## config.mk

```make
export PLATFORM = sky130hd
export DESIGN_NAME = mem_readout_ctrl
export DESIGN_NICKNAME = d
export VERILOG_FILES = /design/src/rtl/mem_readout_ctrl.sv
export SDC_FILE = /design/constraint.sdc
export NUM_CORES = 1
export LEC_CHECK = 0
export ABC_AREA = 1
export CAP_MARGIN = 25
export CORE_MARGIN = 2
export CORE_UTILIZATION = 63
export DETAILED_ROUTE_END_ITERATION = 7
export GPL_ROUTABILITY_DRIVEN = 0
export HOLD_SLACK_MARGIN = 0.12
export PLACE_DENSITY = 0.87
export SYNTH_ARGS = -nofsm -noshare
export SYNTH_HDL_FRONTEND = slang
export SYNTH_SLANG_ARGS = --single-unit
```

## constraint.sdc

```tcl
create_clock -name clk -period 7.7 [get_ports clk]
set_input_delay 1.54 -clock clk [delete_from_list [all_inputs] [get_ports clk]]
set_output_delay 1.54 -clock clk [all_outputs]
set_load 0.1 [all_outputs]
```

## src/rtl/mem_readout_ctrl.sv

```systemverilog
// Capture-RAM readout: streams nwrite*ntrigger words over valid/ready, then pulses done/wr_clear.
// Optional macro READOUT_HEADER_EN prefixes the stream with a {nwrite, ntrigger} header word.
module mem_readout_ctrl #(
    parameter int ADDR_W = 16,
    parameter int DATA_W = 16
) (
    input  logic              clk,
    input  logic              rst,
    input  logic              start,
    input  logic [7:0]        nwrite,
    input  logic [7:0]        ntrigger,
    output logic              rd_en,
    output logic [ADDR_W-1:0] raddr,
    input  logic [DATA_W-1:0] rdata,
    output logic [DATA_W-1:0] out_data,
    output logic              out_valid,
    input  logic              out_ready,
    output logic              out_last,
    output logic              busy,
    output logic              done,
    output logic              wr_clear
);
    typedef enum logic [1:0] {IDLE, READ, DRAIN, FIN} state_t;

    state_t            state_q, state_d;
    logic [15:0]       total_q, total_d;
    logic [15:0]       issued_q, issued_d;
    logic [ADDR_W-1:0] raddr_q, raddr_d;
    logic              inflight_q, inflight_d;
    logic              inflight_last_q, inflight_last_d;
    logic [DATA_W-1:0] fifo_data_q [2];
    logic [DATA_W-1:0] fifo_data_d [2];
    logic              fifo_last_q [2];
    logic              fifo_last_d [2];
    logic              rd_ptr_q, rd_ptr_d;
    logic              wr_ptr_q, wr_ptr_d;
    logic [1:0]        cnt_q, cnt_d;
    logic              done_q, done_d;

    logic              start_ok, pop, push, push_last, rd_fire;
    logic [DATA_W-1:0] push_data;
    logic [15:0]       product;
    logic [1:0]        occ_after_pop, occ_sum;

    assign product = 16'(nwrite) * 16'(ntrigger);

    always_comb begin
        state_d         = state_q;
        total_d         = total_q;
        issued_d        = issued_q;
        raddr_d         = raddr_q;
        push            = inflight_q;
        push_data       = rdata;
        push_last       = inflight_last_q;
        pop             = (cnt_q != 2'd0) && out_ready;
        start_ok        = start && (state_q == IDLE) && !done_q;
        // A word popped this cycle frees its slot, so reads can stream at full rate
        occ_after_pop   = cnt_q - {1'b0, pop};
        occ_sum         = occ_after_pop + {1'b0, inflight_q};
        rd_fire         = (state_q == READ) && (issued_q != total_q) &&
                          (cnt_q != 2'd2) && (occ_sum < 2'd2);
        inflight_d      = rd_fire;
        inflight_last_d = rd_fire && (issued_q == total_q - 16'd1);
        done_d          = (state_q == FIN);

        unique case (state_q)
            IDLE: begin
                if (start_ok) begin
                    total_d  = product;
                    issued_d = '0;
                    raddr_d  = '0;
`ifdef READOUT_HEADER_EN
                    push      = 1'b1;
                    push_data = DATA_W'({nwrite, ntrigger});
                    push_last = (product == 16'd0);
                    state_d   = (product == 16'd0) ? DRAIN : READ;
`else
                    state_d   = (product == 16'd0) ? FIN : READ;
`endif
                end
            end
            READ: begin
                if (rd_fire) begin
                    issued_d = issued_q + 16'd1;
                    raddr_d  = raddr_q + ADDR_W'(1);
                    if (issued_q + 16'd1 == total_q) state_d = DRAIN;
                end
            end
            DRAIN: begin
                if (cnt_q == 2'd0 && !inflight_q) state_d = FIN;
            end
            FIN:     state_d = IDLE;
            default: state_d = IDLE;
        endcase

        fifo_data_d = fifo_data_q;
        fifo_last_d = fifo_last_q;
        wr_ptr_d    = wr_ptr_q;
        rd_ptr_d    = rd_ptr_q;
        if (push) begin
            fifo_data_d[wr_ptr_q] = push_data;
            fifo_last_d[wr_ptr_q] = push_last;
            wr_ptr_d              = !wr_ptr_q;
        end
        if (pop) rd_ptr_d = !rd_ptr_q;
        cnt_d = cnt_q + {1'b0, push} - {1'b0, pop};
    end

    always_ff @(posedge clk) begin
        if (rst) begin
            state_q         <= IDLE;
            total_q         <= '0;
            issued_q        <= '0;
            raddr_q         <= '0;
            inflight_q      <= 1'b0;
            inflight_last_q <= 1'b0;
            fifo_data_q[0]  <= '0;
            fifo_data_q[1]  <= '0;
            fifo_last_q[0]  <= 1'b0;
            fifo_last_q[1]  <= 1'b0;
            rd_ptr_q        <= 1'b0;
            wr_ptr_q        <= 1'b0;
            cnt_q           <= '0;
            done_q          <= 1'b0;
        end else begin
            state_q         <= state_d;
            total_q         <= total_d;
            issued_q        <= issued_d;
            raddr_q         <= raddr_d;
            inflight_q      <= inflight_d;
            inflight_last_q <= inflight_last_d;
            fifo_data_q     <= fifo_data_d;
            fifo_last_q     <= fifo_last_d;
            rd_ptr_q        <= rd_ptr_d;
            wr_ptr_q        <= wr_ptr_d;
            cnt_q           <= cnt_d;
            done_q          <= done_d;
        end
    end

    assign rd_en     = rd_fire;
    assign raddr     = raddr_q;
    assign out_valid = (cnt_q != 2'd0);
    assign out_data  = out_valid ? fifo_data_q[rd_ptr_q] : '0;
    assign out_last  = out_valid && fifo_last_q[rd_ptr_q];
    // busy stays up through the done cycle so a back-to-back start is not taken early
    assign busy      = (state_q != IDLE) || done_q;
    assign done      = done_q;
    assign wr_clear  = done_q;
endmodule

```

# Yosys cells after proc, flatten, opt, wreduce, memory -nomap -nowiden
# Cells that the tools add are included.
[word_totals]
reg_bits = 91
[op_classes]
add_sub_neg = 7
n_mul = 1
magnitude_cmp = 4
n_eq_ne = 11
n_mux = 24
bitwise = 2
reduce_logical = 24
[op_table]
columns = ["cell", "count"]
rows = [
  ["16-bit two-way mux", 8],
  ["16-bit case mux with 2 select lines", 2],
  ["16-bit by 1-bit adder with 16-bit output, second input constant", 2],
  ["32-bit bitwise mux", 1],
  ["16-bit equality test", 2],
  ["16-bit demux with 1-bit select", 1],
  ["16-bit logical NOT", 1],
  ["8-bit by 8-bit multiplier with 16-bit output", 1],
  ["16-bit inequality test", 1],
  ["16-bit by 1-bit subtractor with 16-bit output, second input constant", 1],
  ["1-bit logical AND", 10],
  ["2-bit two-way mux", 5],
  ["2-bit inequality test, second input constant", 4],
  ["2-bit case mux with 4 select lines", 1],
  ["2-bit nonzero test", 3],
  ["2-bit by 1-bit adder with 2-bit output", 2],
  ["2-bit equality test, second input constant", 2],
  ["2-bit greater-or-equal comparator, second input constant", 2],
  ["1-bit logical NOT", 4],
  ["2-bit logical NOT", 2],
  ["1-bit two-way mux", 4],
  ["1-bit inverter with 2-bit output", 2],
  ["4-bit AND reduction", 1],
  ["2-bit by 1-bit subtractor with 2-bit output", 2],
  ["9 further kinds", 9],
]

# Logic depth before layout (Yosys ltp)
[logic_depth]
ltp_word = 8
mapped_depth = 26
depth_no_buf = 25

# Worst setup path after synthesis
# OpenSTA, ideal clock, no wires.
[synth_path]
path_type = "input port to flip-flop"
start = "input port nwrite[0]"
end = "register state_q[1]"
setup_time_ns = 0.064
arrival_time_ns = 5.343
required_ns = 7.636
path_slack_ns = 2.293
stages = 20
path_buffers = 1
path_cell_list = "clkbuf_1 nand2_1 fa_1 fa_1 inv_1 fa_1 inv_1 fa_1 inv_1 ha_1 a21oi_1 inv_1 a21oi_1 xor2_1 nand2_1 nor2_1 nand2_1 nand2_1 nor2_1 nor2_1"
[synth_between]
elab_chain_len = 5
[synth_lines]
columns = ["element", "line", "rtl"]
rows = [
  ["start: declaration", "10", "input logic [7:0] nwrite,"],
  ["8-bit by 8-bit multiplier with 16-bit output", "45", "assign product = 16'(nwrite) * 16'(ntrigger);"],
  ["16-bit logical NOT", "78", "state_d = (product == 16'd0) ? FIN : READ;"],
  ["2-bit two-way mux", "78", ""],
  ["2-bit two-way mux", "68", "if (start_ok) begin"],
  ["2-bit case mux with 4 select lines", "66", "unique case (state_q)"],
  ["end signal: assignment", "126", "state_q <= state_d;"],
  ["end: declaration", "25", "state_t state_q, state_d;"],
]
# No other way between the ends. The select of a mux whose other input is x is not followed.
# A chain may end at the register's enable or synchronous reset.

# Worst setup path in the final report
[layout_path]
start = "input port out_ready"
end = "output port rd_en"
[layout_between]
elab_chain_len = 5
[layout_lines]
columns = ["element", "line", "rtl"]
rows = [
  ["start: declaration", "17", "input logic out_ready,"],
  ["1-bit logical AND", "55", "pop = (cnt_q != 2'd0) && out_ready;"],
  ["net pop", "40", "logic start_ok, pop, push, push_last, rd_fire;"],
  ["2-bit by 1-bit subtractor with 2-bit output", "58", "occ_after_pop = cnt_q - {1'b0, pop};"],
  ["2-bit by 1-bit adder with 2-bit output", "59", "occ_sum = occ_after_pop + {1'b0, inflight_q};"],
  ["2-bit < comparator", "61", "(cnt_q != 2'd2) && (occ_sum < 2'd2);"],
  ["1-bit logical AND", "61", ""],
  ["end: declaration", "12", "output logic rd_en,"],
]
# The timed path passes the listed nets, and every way through them passes these cells.

==> summary.md <==
| Metric | Value |
|---|---|
| Status | `finished, final reports clean` |
| Total power | `2.788 mW` |
| First-pass GRT wire length | `29810 um` |
| Number of enable flip-flop cells after synthesis | `0` |
| DRC viols | `0` |
| Top cells by area, synth | `dfxtp_1 24%, nand2_1 13%, fa_1 9.7%` |
| Post-synthesis cell area | `7455 um2` |
| Root buffer cell | `clkbuf_16` |
| CTS Buf Count | `9` |
| Reg2reg start | `state_q[1]` |
| CP Launch Type | `input pin` |
| Max Clock Freq | `171.6 MHz` |
| Synthesis-to-layout area growth | `13.91%` |
| Top cell type's share of synthesized area | `0.2444` |
| Via Count | `7144` |
| CTS tree | `built` |
| Cell taking the most area after synthesis | `dfxtp_1` |
| Syn Inst Count | `1127` |
| Post-cts sizing count | `0` |
| Final ANT Viol Nets | `0` |
| Die X | `112.8 um` |
| Final hold vios | `0` |
| Worst-margin pin slew | `1058 ps` |
| Min-Delay Startpoint | `fifo_data_q[15]` |
| Drt initial violations | `660` |
| Hold Buf Count CTS | `0` |
| Post-synth net total | `1245` |
| Worst R2R End | `raddr[6]` |
| Via density | `5.412` |
| RSZ-0062 raised after global routing | `no` |
| Async set or reset register ratio after synthesis | `0` |
| Clock transition at path regs | `70 ps` |
| Layout Nets | `1290` |
| Worst skew pair latency | `350 ps` |
| Setup bufs post-CTS | `0` |
| Crit. End Element | `primary output` |
| FP Rows | `39` |
| GRT Residual Overflow | `0` |
| Post-synthesis sequential area ratio | `0.2444` |
| Hold worst-path end | `fifo_data_q[15]` |
| Finished Cell Area | `8492 um2` |
| Required time of the critical path | `6160 ps` |
| YS warnings | `0` |
| Die area | `12720 um2` |
| Final setup violation count | `0` |
| Leak | `4.141 nW` |
| Worst-path fanout max | `4` |
| Max_slew headroom | `0.2948` |
| Maximum VDD drop | `0.0003689 V` |
| Finished Core Util | `0.7405` |
| Final Critical Period | `5828 ps` |
| Max-cap viol count | `0` |
| Layout cell share with drive strength beyond 1 | `0.02974` |
| Final wirelength | `17110 um` |
| Drt first pass iters | `5` |
| Hold Crit Class | `flip-flop to flip-flop` |
| H-Tree Depth | `3` |
| WL/cell | `12.96 um` |
| Largest net degree at the start of global routing | `54` |
| CP Class | `input pin to primary output` |
| Reg2reg setup slack | `4080 ps` |
| Placed inst area | `8204 um2` |
| Core area | `11470 um2` |
| Largest buffer count on any clock path | `2` |
| Worst Skew | `8.984 ps` |
| Setup tns final | `0 ps` |
| Die Y | `112.8 um` |
| Ys flop type | `dfxtp_1` |
| Min-Delay Path Depth | `2` |
| Total GRT Usage | `0.2782` |
| Io pins | `74` |
| Worst Reg-to-Reg Cells | `9` |
| Power Density | `328.3 nW/um2` |
| Flops & latches, synth | `91` |
| Synthesized area per cell | `6.615 um2` |
| Initial core utilization | `0.6501` |
| Synth cell types | `39` |
| Post-route clock period utilization | `0.7569` |
| CP arrival | `4290 ps` |
| DP HPWL | `12670 um` |
| Number of port buffers | `73` |
| # diodes | `0` |
| Slew Viols, Final | `0` |
| Vias in the first global route | `6711` |
| Initial antenna violation count | `0` |
| Clock sink count | `91` |
[synth_stat cells (all sizes together) (4+ instances only)]
| cell type | instances |
|---|---|
| o21ai | 55 |
| nand2 | 262 |
| dfxtp | 91 |
| buf | 10 |
| xor2 | 36 |
| inv | 187 |
| nand3 | 52 |
| nor3b | 4 |
| nand3b | 4 |
| ha | 46 |
| xnor2 | 22 |
| clkinv | 4 |
| o211ai | 9 |
| a21oi | 50 |
| nor3 | 14 |
| nand4 | 18 |
| nor4 | 6 |
| fa | 36 |
| clkbuf | 33 |
| nor2 | 176 |
[worst max-delay path by stage]
stage               startpoint    endpoint  slack [ps]  cells past startpoint
finish               out_ready       rd_en        1870                     12
global route         nwrite[0]  state_q[1]        1580                     23
CTS                  out_ready       rd_en        1850                     12
detailed placement   nwrite[0]  state_q[1]        1580                     20
global placement     nwrite[0]  state_q[1]        1730                     20
floorplan            nwrite[0]  state_q[1]        2290                     20
[metrics by stage]
stage | cells | worst slack, ps | hold slack (ps)
2_1_floorplan | 1127 | 2293 | 449.5
3_3_place_gp | 1304 | 1726 | 463.7
3_5_place_dp | 1304 | 1579 | 472.2
4_1_cts | 1320 | 1853 | 487.9
5_1_grt | 1320 | 1580 | 509.7
6_report | 1320 | 1872 | 483.3
[cells by family (layout without fill, tap and decap cells)]
group                    count (synthesis)  in the layout  share of synthesized area
buffers and inverters                  234            284                     0.1217
adder cells (fa/ha/maj)                 82             82                     0.1739
AND/OR/NAND/NOR                        539            539                     0.3006
XOR/XNOR                                58             58                    0.06915
AO/OA/AOI/OAI                          123            123                    0.09030
flip-flops                              91             91                     0.2444
[layout make-up]
class / count / area [um2]
Clock buffer: 11 / 242.7
Clock inverter: 5 / 45.04
Fill cell: 921 / 2975
Inverter: 191 / 716.9
Multi-Input combinational cell: 802 / 4726
Sequential cell: 91 / 1822
Tap cell: 143 / 178.9
Timing Repair Buffer: 77 / 760.7
[critical path, cell delays in order]
cell,delay (ps)
clkdlybuf4s50_1,390
nand2_1,110
inv_1,60
ha_1,260
inv_1,30
ha_1,170
xor2_1,180
nand2_1,70
nor2_1,110
nand2_2,120
inv_1,100
clkdlybuf4s50_1,1130
[metal layers]
metal  wire length (um)  global-route usage  vias up  part of all wire
met1               7659              0.3672     3306              0.45
met2               8165              0.4667      232              0.48
met3                958             0.04874       37             0.056
met4                329             0.08780        0             0.019
met5                  0                   0        -                 0
li1                   -                   -     3569                 -
[placed cells by master (no fill, tap or decap), types with 36 or more instances in the layout]
master and instances:
dfxtp_1 91, a21oi_1 49, o21ai_0 52, inv_1 186, nand3_1 51, clkdlybuf4s50_1 73
nor2_1 172, nand2_1 259, ha_1 46, fa_1 36
[sequential cells by signal (all words and copies together), names as in the netlist]
name	flops
rd_ptr_q	1
done	1
fifo_data_q	32
cnt_q	2
inflight_q	1
total_q	16
raddr	16
fifo_last_q	2
wr_ptr_q	1
issued_q	16
state_q	2
inflight_last_q	1
[report_power, final]
part	internal [mW]	leakage [nW]	switching (mW)
registers	0.576	0.741	0.121
clock network	0.232	0.138	0.193
logic	0.539	3.26	1.13
No activity file was read; power rests on OpenSTA's default activity.
